### config.mk
export PLATFORM = sky130hd
export DESIGN_NAME = button_event_decoder
export DESIGN_NICKNAME = d
export VERILOG_FILES = /design/src/rtl/button_event_decoder.sv
export SDC_FILE = /design/constraint.sdc
export NUM_CORES = 1
export LEC_CHECK = 0
export BUFFER_PORTS_ARGS = -buffer_cell sky130_fd_sc_hd__clkbuf_2
export CAP_MARGIN = 20
export CORE_ASPECT_RATIO = 0.75
export CORE_MARGIN = 1.5
export CORE_UTILIZATION = 55
export CTS_CLUSTER_DIAMETER = 60
export CTS_CLUSTER_SIZE = 14
export DETAILED_ROUTE_END_ITERATION = 10
export GPL_ROUTABILITY_DRIVEN = 0
export HOLD_SLACK_MARGIN = 0.05
export PLACE_DENSITY = 0.73
export SLEW_MARGIN = 20
export SYNTH_ARGS = -nofsm -noshare
export SYNTH_HDL_FRONTEND = slang
export SYNTH_SLANG_ARGS = --single-unit
### constraint.sdc
create_clock -name clk -period 2.7 [get_ports clk]
set_input_delay 0.54 -clock clk [delete_from_list [all_inputs] [get_ports clk]]
set_output_delay 0.54 -clock clk [all_outputs]
set_load 0.05 [all_outputs]
### src/rtl/button_event_decoder.sv
// Turns the debounced button level into press/release edges and click/double/long events.
// Every pulse is registered (one cycle after its sample). There is no backpressure; pulses are never held.
module button_event_decoder #(
  parameter int LONG_CYCLES = 100_000_000,
  parameter int GAP_CYCLES  = 25_000_000,
  parameter int CNT_WIDTH   = 8
) (
  input  logic                 clk,
  input  logic                 reset,
  input  logic                 debounced,
  output logic                 press_pulse,
  output logic                 release_pulse,
  output logic                 single_click,
  output logic                 double_click,
  output logic                 long_press,
  output logic [CNT_WIDTH-1:0] event_count,
  output logic                 busy
);

  localparam int HW = $clog2(LONG_CYCLES);
  localparam int GW = $clog2(GAP_CYCLES);
  localparam logic [HW-1:0] HOLD_LAST = HW'(LONG_CYCLES - 1);
  localparam logic [GW-1:0] GAP_LAST  = GW'(GAP_CYCLES - 1);

  typedef enum logic [2:0] {
    IDLE,
    PRESSED,
    LONG_HELD,
    WAIT_GAP,
    PRESSED2
  } state_t;

  state_t          state, state_nxt;
  logic            btn_q;
  logic [HW-1:0]   hold_cnt, hold_nxt;
  logic [GW-1:0]   gap_cnt, gap_nxt;
  logic            single_nxt, double_nxt, long_nxt;
  logic            rise, fall;

  assign rise = debounced & ~btn_q;
  assign fall = ~debounced & btn_q;
  assign busy = (state != IDLE);

  always_comb begin
    state_nxt  = state;
    hold_nxt   = hold_cnt;
    gap_nxt    = gap_cnt;
    single_nxt = 1'b0;
    double_nxt = 1'b0;
    long_nxt   = 1'b0;
    case (state)
      IDLE: begin
        if (debounced) begin
          state_nxt = PRESSED;
          hold_nxt  = '0;
        end
      end
      PRESSED: begin
        // Release wins over the long-hold compare on the same edge.
        if (!debounced) begin
          state_nxt = WAIT_GAP;
          gap_nxt   = '0;
        end else if (hold_cnt == HOLD_LAST) begin
          long_nxt  = 1'b1;
          state_nxt = LONG_HELD;
        end else begin
          hold_nxt = hold_cnt + HW'(1);
        end
      end
      LONG_HELD: begin
        if (!debounced) state_nxt = IDLE;
      end
      WAIT_GAP: begin
        // A press on the timeout edge still counts as the second click.
        if (debounced) begin
          double_nxt = 1'b1;
          state_nxt  = PRESSED2;
        end else if (gap_cnt == GAP_LAST) begin
          single_nxt = 1'b1;
          state_nxt  = IDLE;
        end else begin
          gap_nxt = gap_cnt + GW'(1);
        end
      end
      PRESSED2: begin
        if (!debounced) state_nxt = IDLE;
      end
      default: state_nxt = IDLE;
    endcase
  end

  always_ff @(posedge clk) begin
    if (reset) begin
      state         <= IDLE;
      btn_q         <= 1'b0;
      hold_cnt      <= '0;
      gap_cnt       <= '0;
      press_pulse   <= 1'b0;
      release_pulse <= 1'b0;
      single_click  <= 1'b0;
      double_click  <= 1'b0;
      long_press    <= 1'b0;
      event_count   <= '0;
    end else begin
      state         <= state_nxt;
      btn_q         <= debounced;
      hold_cnt      <= hold_nxt;
      gap_cnt       <= gap_nxt;
      press_pulse   <= rise;
      release_pulse <= fall;
      single_click  <= single_nxt;
      double_click  <= double_nxt;
      long_press    <= long_nxt;
      if (single_nxt | double_nxt | long_nxt)
        event_count <= event_count + CNT_WIDTH'(1);
    end
  end

endmodule

==> flow_summary.toml, run 1 <==
[die]
die_x_um = 94.9
fp-row-count = 24
core-area_sq_mm = 0.00598
io_pins = 17
die_area_sq_mm = 0.00683
initial_core_util = 0.583
die_h_um = 71.9

[sta]
slew_violations = 0
hold_viol = 0
timing.fmax_mhz = 398
finalSetupViolations = 0
max_slew_margin = 0.448
worst_slack_ns = 0.190
finalSetupTns_ns = 0
period_minus_slack_ns = 2.51
worst_pin_slew_ns = 0.819
finalCritPeriodShare = 0.930
clock-skew-final_ns = 0.00766
rsz0062_at_grt = "false"

[placement]
placed_cells = 505
post-dp-hpwl_mm = 5.81
port_buffers = 16
pre_cts_slack_ns = 0.293

[clock_network]
cts_sinks = 69
ctsResizeCount = 0
path_clk_slew_ns = 0.08
clk_latency_ns = 0.35
h-tree-depth = 3
cts_tree = "yes"
clock_path_buffers = 2
ctsRootBufferMaster = "clkbuf_8"
cts_setup_buffers = 0
cts_inserted_buffers = 9
cts_hold_buffers = 0

[synthesis]
yosysWarningCount = 0
ys_seq_elements = 69
synth_area_sq_mm = 0.00349
yosysUniqueCellTypes = 57
synth-async-reset-ratio = 0
avgSynthCellArea_sq_um = 8.20
synth_edf_count = 0
synth_most_common_cell = "dfxtp_1"
netlist_top_cells_count = "dfxtp_1, nor2_1, a21oi_1"
synth_top_area_share = 0.396
synth_top_cell_by_area = "dfxtp_1"
synthTopCellsByArea = "dfxtp_1, a21oi_1, nor2_1"
yosys_most_used_dff = "dfxtp_1"
syn_nets = 431
seq_area_frac_synth = 0.396
netlist_instances = 425

[route]
ant_nets = 0
wl_mm = 8.41
first_pass_iters = 5
drc = 0
wl_per_cell_um = 16.1
drt_iter0_drc = 206
vias = 3304
routed_via_density = 6.34

[hold_path]
hold_class = "reg2reg"

[cells_and_area]
layout.cells.non_filler = 521
syn2layout_area_growth_pct = 10.9
drive_gt1_frac = 0.113
diodes = 0
final_nets = 444

[power]
power.density_mw_per_mm2 = 585
vdd_drop_max_v = 0.000437
leakagePower_nw = 1.29

[job]
drv_cap = 0

[setup_path]
crit_path_end_kind = "flop"
worstPathArrival_ns = 2.73
startpoint_type = "flop"
cp_max_fo = 15
crit_type = "reg2reg"
rrSetupSlack_ns = 0.19
crit_required_ns = 2.92

[grt]
first_global_vias = 2861
grt_max_degree = 23
grt_overflow_total = 0
antenna_found_initial = 0
grt_pass1_wl_mm = 14.1
grt_use_total = 0.268

[outcome]
outcome = "completed"
-- where the power goes --
part / switching, mW / internal [mW] / total, mW
Clock: 0.390 / 0.638 / 1.03
Combinational: 0.148 / 0.0472 / 0.195
Sequential: 0.0126 / 1.03 / 1.04
Total: 0.550 / 1.71 / 2.26
-- logic make-up (layout without fill, tap and decap cells) --
| family | Yosys count | in the layout | share of synthesized area |
|---|---|---|---|
| buffers and inverters | 34 | 52 | 0.0416 |
| adder cells (fa/ha/maj) | 3 | 3 | 0.0108 |
| AND/OR/NAND/NOR | 193 | 193 | 0.311 |
| multiplexers | 6 | 6 | 0.0187 |
| XOR/XNOR | 10 | 10 | 0.0251 |
| AO/OA/AOI/OAI | 110 | 110 | 0.197 |
| flip-flops | 69 | 69 | 0.396 |
-- worst paths after layout --
path                                  from                       end  cells past startpoint
setup / recovery  hold_cnt[0]$_SDFFE_PP0P_  hold_cnt[6]$_SDFFE_PP0P_                      8
hold / removal            btn_q$_SDFF_PP0_    press_pulse$_SDFF_PP0_                      1
setup reg to reg  hold_cnt[0]$_SDFFE_PP0P_  hold_cnt[6]$_SDFFE_PP0P_                      8
hold reg to reg           btn_q$_SDFF_PP0_    press_pulse$_SDFF_PP0_                      1
-- cell type report --
| type | count | area (sq um) |
|---|---|---|
| fillers | 522 | 2110 |
| multi-input cells | 322 | 1960 |
| flip-flops and latches | 69 | 1380 |
| repair buffers | 25 | 148 |
| clock buffers | 12 | 145 |
| well taps | 78 | 97.6 |
| clock inverters | 4 | 95.1 |
| inverters | 11 | 41.3 |
-- registers in the layout, summed over array words and instances (netlist names), 3 cells and up --
register     flops
state            3
gap_cnt         25
hold_cnt        27
event_count      8
-- metal layers --
metal  part of all wire  track usage  wire [um]  vias to the layer above
met5                  0            0          0                        -
li1                   -            -          -                     1614
met1               0.49        0.404       4150                     1544
met3              0.078       0.0577        652                       12
met4             0.0093       0.0962         78                        0
met2               0.42        0.373       3530                      134
-- placed cells by master (no fill, tap or decap), types with 3 or more instances in the layout --
master	n
nand4b_1	3
o21ai_1	12
nand2b_1	4
nor3b_1	4
and3_1	6
a41oi_1	4
ha_1	3
or4_1	6
and2_1	7
mux2_1	4
nor2_1	45
inv_1	11
or3_1	9
clkbuf_2	16
clkbuf_8	10
o21ai_0	10
xnor2_1	7
o31ai_1	9
nor4_1	4
nor3_1	8
nand3_1	21
nand4_1	11
nand3b_1	4
bufinv_16	3
xor2_1	3
a311oi_1	6
a31oi_1	9
a21oi_1	41
buf_4	9
a211oi_1	7
dfxtp_1	69
and4_1	8
nand2_1	37
-- worst max-delay path, stage by stage (launching register included) --
cell and delay, ns:
dfxtp_1 0.43, ha_1 0.20, nand3_1 0.19, or3_4 0.42, or3_4 0.42, a21boi_2 0.28, buf_4 0.25, or4_1 0.12
a21oi_1 0.06
-- per-stage QoR --
stage | power (mW) | hold slack (ns) | utilization | cell area (sq um)
after floorplan | 1.21 | 0.384 | - | 3490
final | 2.26 | 0.408 | 0.647 | 3870
after detailed placement | 1.25 | 0.400 | 0.607 | 3630
after global placement | 1.25 | 0.392 | 0.607 | 3630
after CTS | 2.27 | 0.408 | 0.647 | 3870
after global routing | 2.33 | 0.438 | 0.647 | 3870
(Power assumes the default switching activity.)
==> run 2, diff against run 1 <==
Settings changed: ABC_AREA set to 1, CTS_CLUSTER_SIZE 14 to not set, PLACE_DENSITY 0.73 to 0.72.
==> run 2 against run 1 <==
Effect of this change: largest cell class unchanged; global-route usage fell by 0.25 points; core utilization fell by 1.7 points; fmax rose by 16%; die area rose by 16%; critical path type unchanged; largest power group unchanged.
==> flow_summary.toml, run 2 <==
[cells_and_area]
diodes = 0
largest_register_ffs = 27
drive_gt1_frac = 0.112
fin_area_sq_mm = 0.00441
layout_common_cells = "nand2_1, nor2_1, dfxtp_1, inv_1, nand3_1"
top_register = "hold_cnt"
syn2layout_area_growth_pct = 8.49
final_nets = 655
layout.cells.non_filler = 752
final.fill_count = 671
top_regs = "hold_cnt x27, gap_cnt x25, event_count x8"
final_common_cell = "nand2_1"

[setup_path]
reg2reg_to = "gap_cnt[14]$_SDFFE_PP0P_"
rrSetupSlack_ns = 0.54
worstPathArrival_ns = 2.41
slowest_delay_ns = 0.42
crit_type = "reg2reg"
cpMaxStageDelayCell = "dfxtp_1"
reg2reg_depth = 11
crit_path_end_kind = "flop"
crit_chain = "ha_1 > nand2_1 > nor2_4 > nand2_1 > nor2_2 > nand2_1 > nand2_4 > nand2_2 > nand2_1 > nand2_1 > and2_1"
critPathMostFrequentCell = "nand2_1"
startpoint_type = "flop"
cp_max_fo = 21
rr_startpoint = "gap_cnt[0]$_SDFFE_PP0P_"
crit_required_ns = 2.95

[route]
drc = 0
drt_iter0_drc = 424
routed_via_density = 5.42
wl_mm = 9.89
first_pass_iters = 5
wl_per_cell_um = 13.2
vias = 4076
ant_nets = 0

[power]
vdd_drop_max_v = 0.000338
leakagePower_nw = 1.60
power.density_mw_per_mm2 = 605

[sta]
slew_violations = 0
timing.fmax_mhz = 463
rsz0062_at_grt = "false"
clock-skew-final_ns = 0.00782
hold_viol = 0
worst_pin_slew_ns = 0.429
max_slew_margin = 0.713
finalCritPeriodShare = 0.800
finalSetupViolations = 0
finalSetupTns_ns = 0
period_minus_slack_ns = 2.16
hold_ws_ns = 0.423

[synthesis]
synth_edf_count = 0
syn_nets = 640
yosys_most_used_dff = "dfxtp_1"
avgSynthCellArea_sq_um = 6.41
synthTopCellsByArea = "dfxtp_1, nand2_1, nor2_1"
yosysWarningCount = 0
netlist_instances = 634
ys_seq_elements = 69
seq_area_frac_synth = 0.340
netlist_top_cells_count = "nand2_1, nor2_1, dfxtp_1"
synth-async-reset-ratio = 0
yosysUniqueCellTypes = 38
synth_top_area_share = 0.340
synth_area_sq_mm = 0.00407
synth_most_common_cell = "nand2_1"
synth_top_cell_by_area = "dfxtp_1"

[die]
initial_core_util = 0.581
die_x_um = 102
die_h_um = 77.5
core-area_sq_mm = 0.00699
io_pins = 17
fp-row-count = 26
die_area_sq_mm = 0.00792

[placement]
port_buffers = 16
post-dp-hpwl_mm = 7.23
placed_cell_area_sq_mm = 0.00419
placed_cells = 736

[clock_network]
cts_hold_buffers = 0
cts_inserted_buffers = 9
ctsRootBufferMaster = "clkbuf_8"
cts_setup_buffers = 0
h-tree-depth = 3
ctsResizeCount = 0
path_clk_slew_ns = 0.08
clk_latency_ns = 0.35
cts_tree = "yes"
cts_sinks = 69
clock_path_buffers = 2

[grt]
grt_overflow_total = 0
grt_pass1_wl_mm = 16.7
grt_use_total = 0.265
first_global_vias = 3574
antenna_found_initial = 0
grt_max_degree = 35

[hold_path]
hold_end = "press_pulse$_SDFF_PP0_"
hold_class = "reg2reg"
hold_depth = 1
holdCritStartpoint = "btn_q$_SDFF_PP0_"

[job]
drv_cap = 0

[outcome]
outcome = "completed"
-- run 2: changes by cell type after synthesis, moves of 8 or more --
cell      delta
o31ai_1      -9
or3_1        -9
and4_1       -8
o21ai_1     -10
a31oi_1      -9
inv_1       +52
nand3_1     +40
nand2_1    +127
clkbuf_1    -10
nand2_2     +11
nor2_1      +62
-- run 2: layer usage --
metal	routed length (um)	global-route usage
met1	4890	0.391
met2	3990	0.380
met3	916	0.0811
met4	92	0.0507
met5	0	0
-- run 2: through the flow --
stage	total power [mW]	util	setup WS, ns
floorplan	1.66	-	1.04
global placement	1.72	0.599	0.662
detailed placement	1.73	0.599	0.611
CTS	2.68	0.631	0.562
global route	2.81	0.631	0.283
finish	2.67	0.631	0.541
-- run 2: critical path, delay by kind of cell, from the launching register on --
family	cells	cell delay, ns
fa+ha+maj	1	0.26
flops	1	0.42
simple gates	10	1.37
-- run 2: worst max-delay path by stage --
stage                                  from                  endpoint
floorplan           gap_cnt[0]$_SDFFE_PP0P_  gap_cnt[16]$_SDFFE_PP0P_
global placement    gap_cnt[0]$_SDFFE_PP0P_  gap_cnt[14]$_SDFFE_PP0P_
detailed placement  gap_cnt[0]$_SDFFE_PP0P_  gap_cnt[14]$_SDFFE_PP0P_
CTS                 gap_cnt[0]$_SDFFE_PP0P_  gap_cnt[14]$_SDFFE_PP0P_
global route        gap_cnt[0]$_SDFFE_PP0P_  gap_cnt[14]$_SDFFE_PP0P_
finish              gap_cnt[0]$_SDFFE_PP0P_  gap_cnt[14]$_SDFFE_PP0P_
-- run 2: logic make-up after synthesis --
group	Yosys count	synth area share
xor+xnor	11	0.0237
fa+ha+maj	3	0.00923
buf+inv	83	0.0871
compound gates	70	0.0942
simple gates	398	0.446
flops	69	0.340
-- run 2: layout make-up --
type,count,area [sq um],area share
flip-flops and latches,69,1380,0.313
multi-input cells,482,2330,0.528
inverters,69,259,0.0587
clock buffers,9,124,0.0281
repair buffers,18,95.1,0.0216
well taps,98,123,0.0278
clock inverters,7,98.8,0.0224
-- run 2: report_power, final --
part | total, mW | internal [mW] | switching, mW | leakage (nW)
Combinational | 0.637 | 0.150 | 0.487 | 0.931
Clock | 0.950 | 0.525 | 0.426 | 0.110
Sequential | 1.08 | 1.05 | 0.0330 | 0.557
==> run 3, diff against run 2 <==
Settings changed: PLACE_DENSITY 0.72 to 0.75.
Clock period 2.7 ns to 1.9 ns, I/O delays scaled along.
==> run 3 against run 2 <==
Effect of this change: core utilization up 3.2 points; die area unchanged; clock-buffer cell count up 4; setup slack worse by 0.47 ns; critical endpoint is now hold_cnt[3]$_SDFFE_PP0P_; register-to-register slack worse by 0.47 ns.
==> flow_summary.toml, run 3 (synthesized netlist as in run 2, its figures left out) <==
[hold_path]
hold_depth = 2
hold_class = "in2reg"

[route]
drt_iter0_drc = 345
wl_per_cell_um = 14.0
wl_mm = 10.9
routed_via_density = 5.47
drc = 0
first_pass_iters = 5
ant_nets = 0
vias = 4234

[cells_and_area]
top_register = "hold_cnt"
layout.cells.non_filler = 774
top_regs = "hold_cnt x27, gap_cnt x25, event_count x8"
drive_gt1_frac = 0.155
syn2layout_area_growth_pct = 14.0
diodes = 0
final_common_cell = "nand2_1"
final_util = 0.662
final_nets = 677
largest_register_ffs = 27
final.fill_count = 648
layout_common_cells = "nand2_1, nor2_1, dfxtp_1, inv_1, nand3_1"

[grt]
grt_pass1_wl_mm = 17.6
met3_usage = 0.0946
grt_use_total = 0.283
busiest_layer = "met1"
grt_max_degree = 35
antenna_found_initial = 0
use_met2 = 0.403
grt_overflow_total = 0
first_global_vias = 3707
grtUsageMet1 = 0.415

[setup_path]
critPathMostFrequentCell = "nand2_2"
crit_required_ns = 2.17
crit_chain = "ha_2 > nand2_2 > nor2_4 > nand2_2 > nor2_4 > nand2_2 > nand2_4 > buf_8 > nand2_2 > nand2_2 > a21boi_2"
cpMaxStageDelayCell = "dfxtp_2"
slowest_delay_ns = 0.36
startpoint_type = "flop"
cp_max_fo = 11
crit_type = "reg2reg"
worstPathArrival_ns = 2.10
reg2reg_depth = 11
crit_path_end_kind = "flop"
rrSetupSlack_ns = 0.07

[clock_network]
ctsRootBufferMaster = "clkbuf_8"
path_clk_slew_ns = 0.07
cts_tree = "yes"
cts_hold_buffers = 0
h-tree-depth = 3
cts_inserted_buffers = 9
cts_sinks = 69
clk_latency_ns = 0.35
clock_path_buffers = 2

[power]
leakagePower_nw = 1.70
power.density_mw_per_mm2 = 835
vdd_drop_max_v = 0.000624

[placement]
port_buffers = 16
post-dp-hpwl_mm = 7.93
pre_cts_slack_ns = 0.0544
placed_cells = 755

[sta]
clock-skew-final_ns = 0.00876
hold_viol = 0
worst_pin_slew_ns = 0.402
worst_slack_ns = 0.0742
timing.fmax_mhz = 548
finalSetupTns_ns = 0
slew_violations = 0
period_minus_slack_ns = 1.83
finalCritPeriodShare = 0.961
max_slew_margin = 0.731
finalSetupViolations = 0

[die]
die_x_um = 102
fp-row-count = 26
io_pins = 17
die_h_um = 77.5
initial_core_util = 0.581
core-area_sq_mm = 0.00699
die_area_sq_mm = 0.00792

[job]
drv_cap = 0

[outcome]
outcome = "completed"
run 3: cell count changes in the layout (fill, tap and decap cells not counted), moves of 2 or more:
cell and change:
dfxtp_1 -3, dfxtp_2 +3, nor2_1 -3, buf_4 +20, clkbuf_8 +3, clkinv_4 -2
ha_2 +2, ha_1 -2, nor2_2 +3
run 3: through the flow:
stage          hold slack, ns  area [sq um]  power [mW]
6_report                0.374          4630        3.87
5_1_grt                 0.387          4630        4.04
4_1_cts                 0.357          4560        3.81
3_5_place_dp            0.439          4340        2.55
3_3_place_gp            0.425          4340        2.52
2_1_floorplan           0.402          4070        2.36
run 3: worst max-delay path, delay by kind of cell (launching register included):
kind | cells | cell delay [ns]
simple gates | 8 | 0.86
flops | 1 | 0.36
fa+ha+maj | 1 | 0.19
compound gates | 1 | 0.19
buf+inv | 1 | 0.15
run 3: layout make-up:
cell class,count,area (sq um),area share
Tap cell,98,123,0.0265
Multi-Input combinational cell,482,2370,0.513
Timing Repair Buffer,40,280,0.0605
Clock buffer,13,169,0.0365
Clock inverter,3,42.5,0.00918
Inverter,69,259,0.0559
Sequential cell,69,1390,0.299
run 3: path summary, 6_finish.rpt:
kind                                                from                  endpoint
worst min register to register          btn_q$_SDFF_PP0_    press_pulse$_SDFF_PP0_
worst min-delay path                               reset  hold_cnt[6]$_SDFFE_PP0P_
worst max-delay path            hold_cnt[0]$_SDFFE_PP0P_  hold_cnt[3]$_SDFFE_PP0P_
worst max register to register  hold_cnt[0]$_SDFFE_PP0P_  hold_cnt[3]$_SDFFE_PP0P_
run 3: where the power goes:
group / total (mW) / switching [mW] / internal, mW
Sequential: 1.54 / 0.0499 / 1.49
Combinational: 1.05 / 0.751 / 0.299
Clock: 1.28 / 0.566 / 0.713
run 3: routing by layer:
metal | share of wire | wire length (um)
met4 | 0.0098 | 106
met5 | 0 | 0
met2 | 0.42 | 4540
met1 | 0.47 | 5140
met3 | 0.099 | 1080
run 3: repair_timing:
action | 4_1_cts | 5_1_grt
resized for setup | 1 | 15
setup endpoints to repair | 1 | 33
setup buffers | 0 | 3
hold endpoints to repair | 0 | 0
pin swaps | 0 | 2
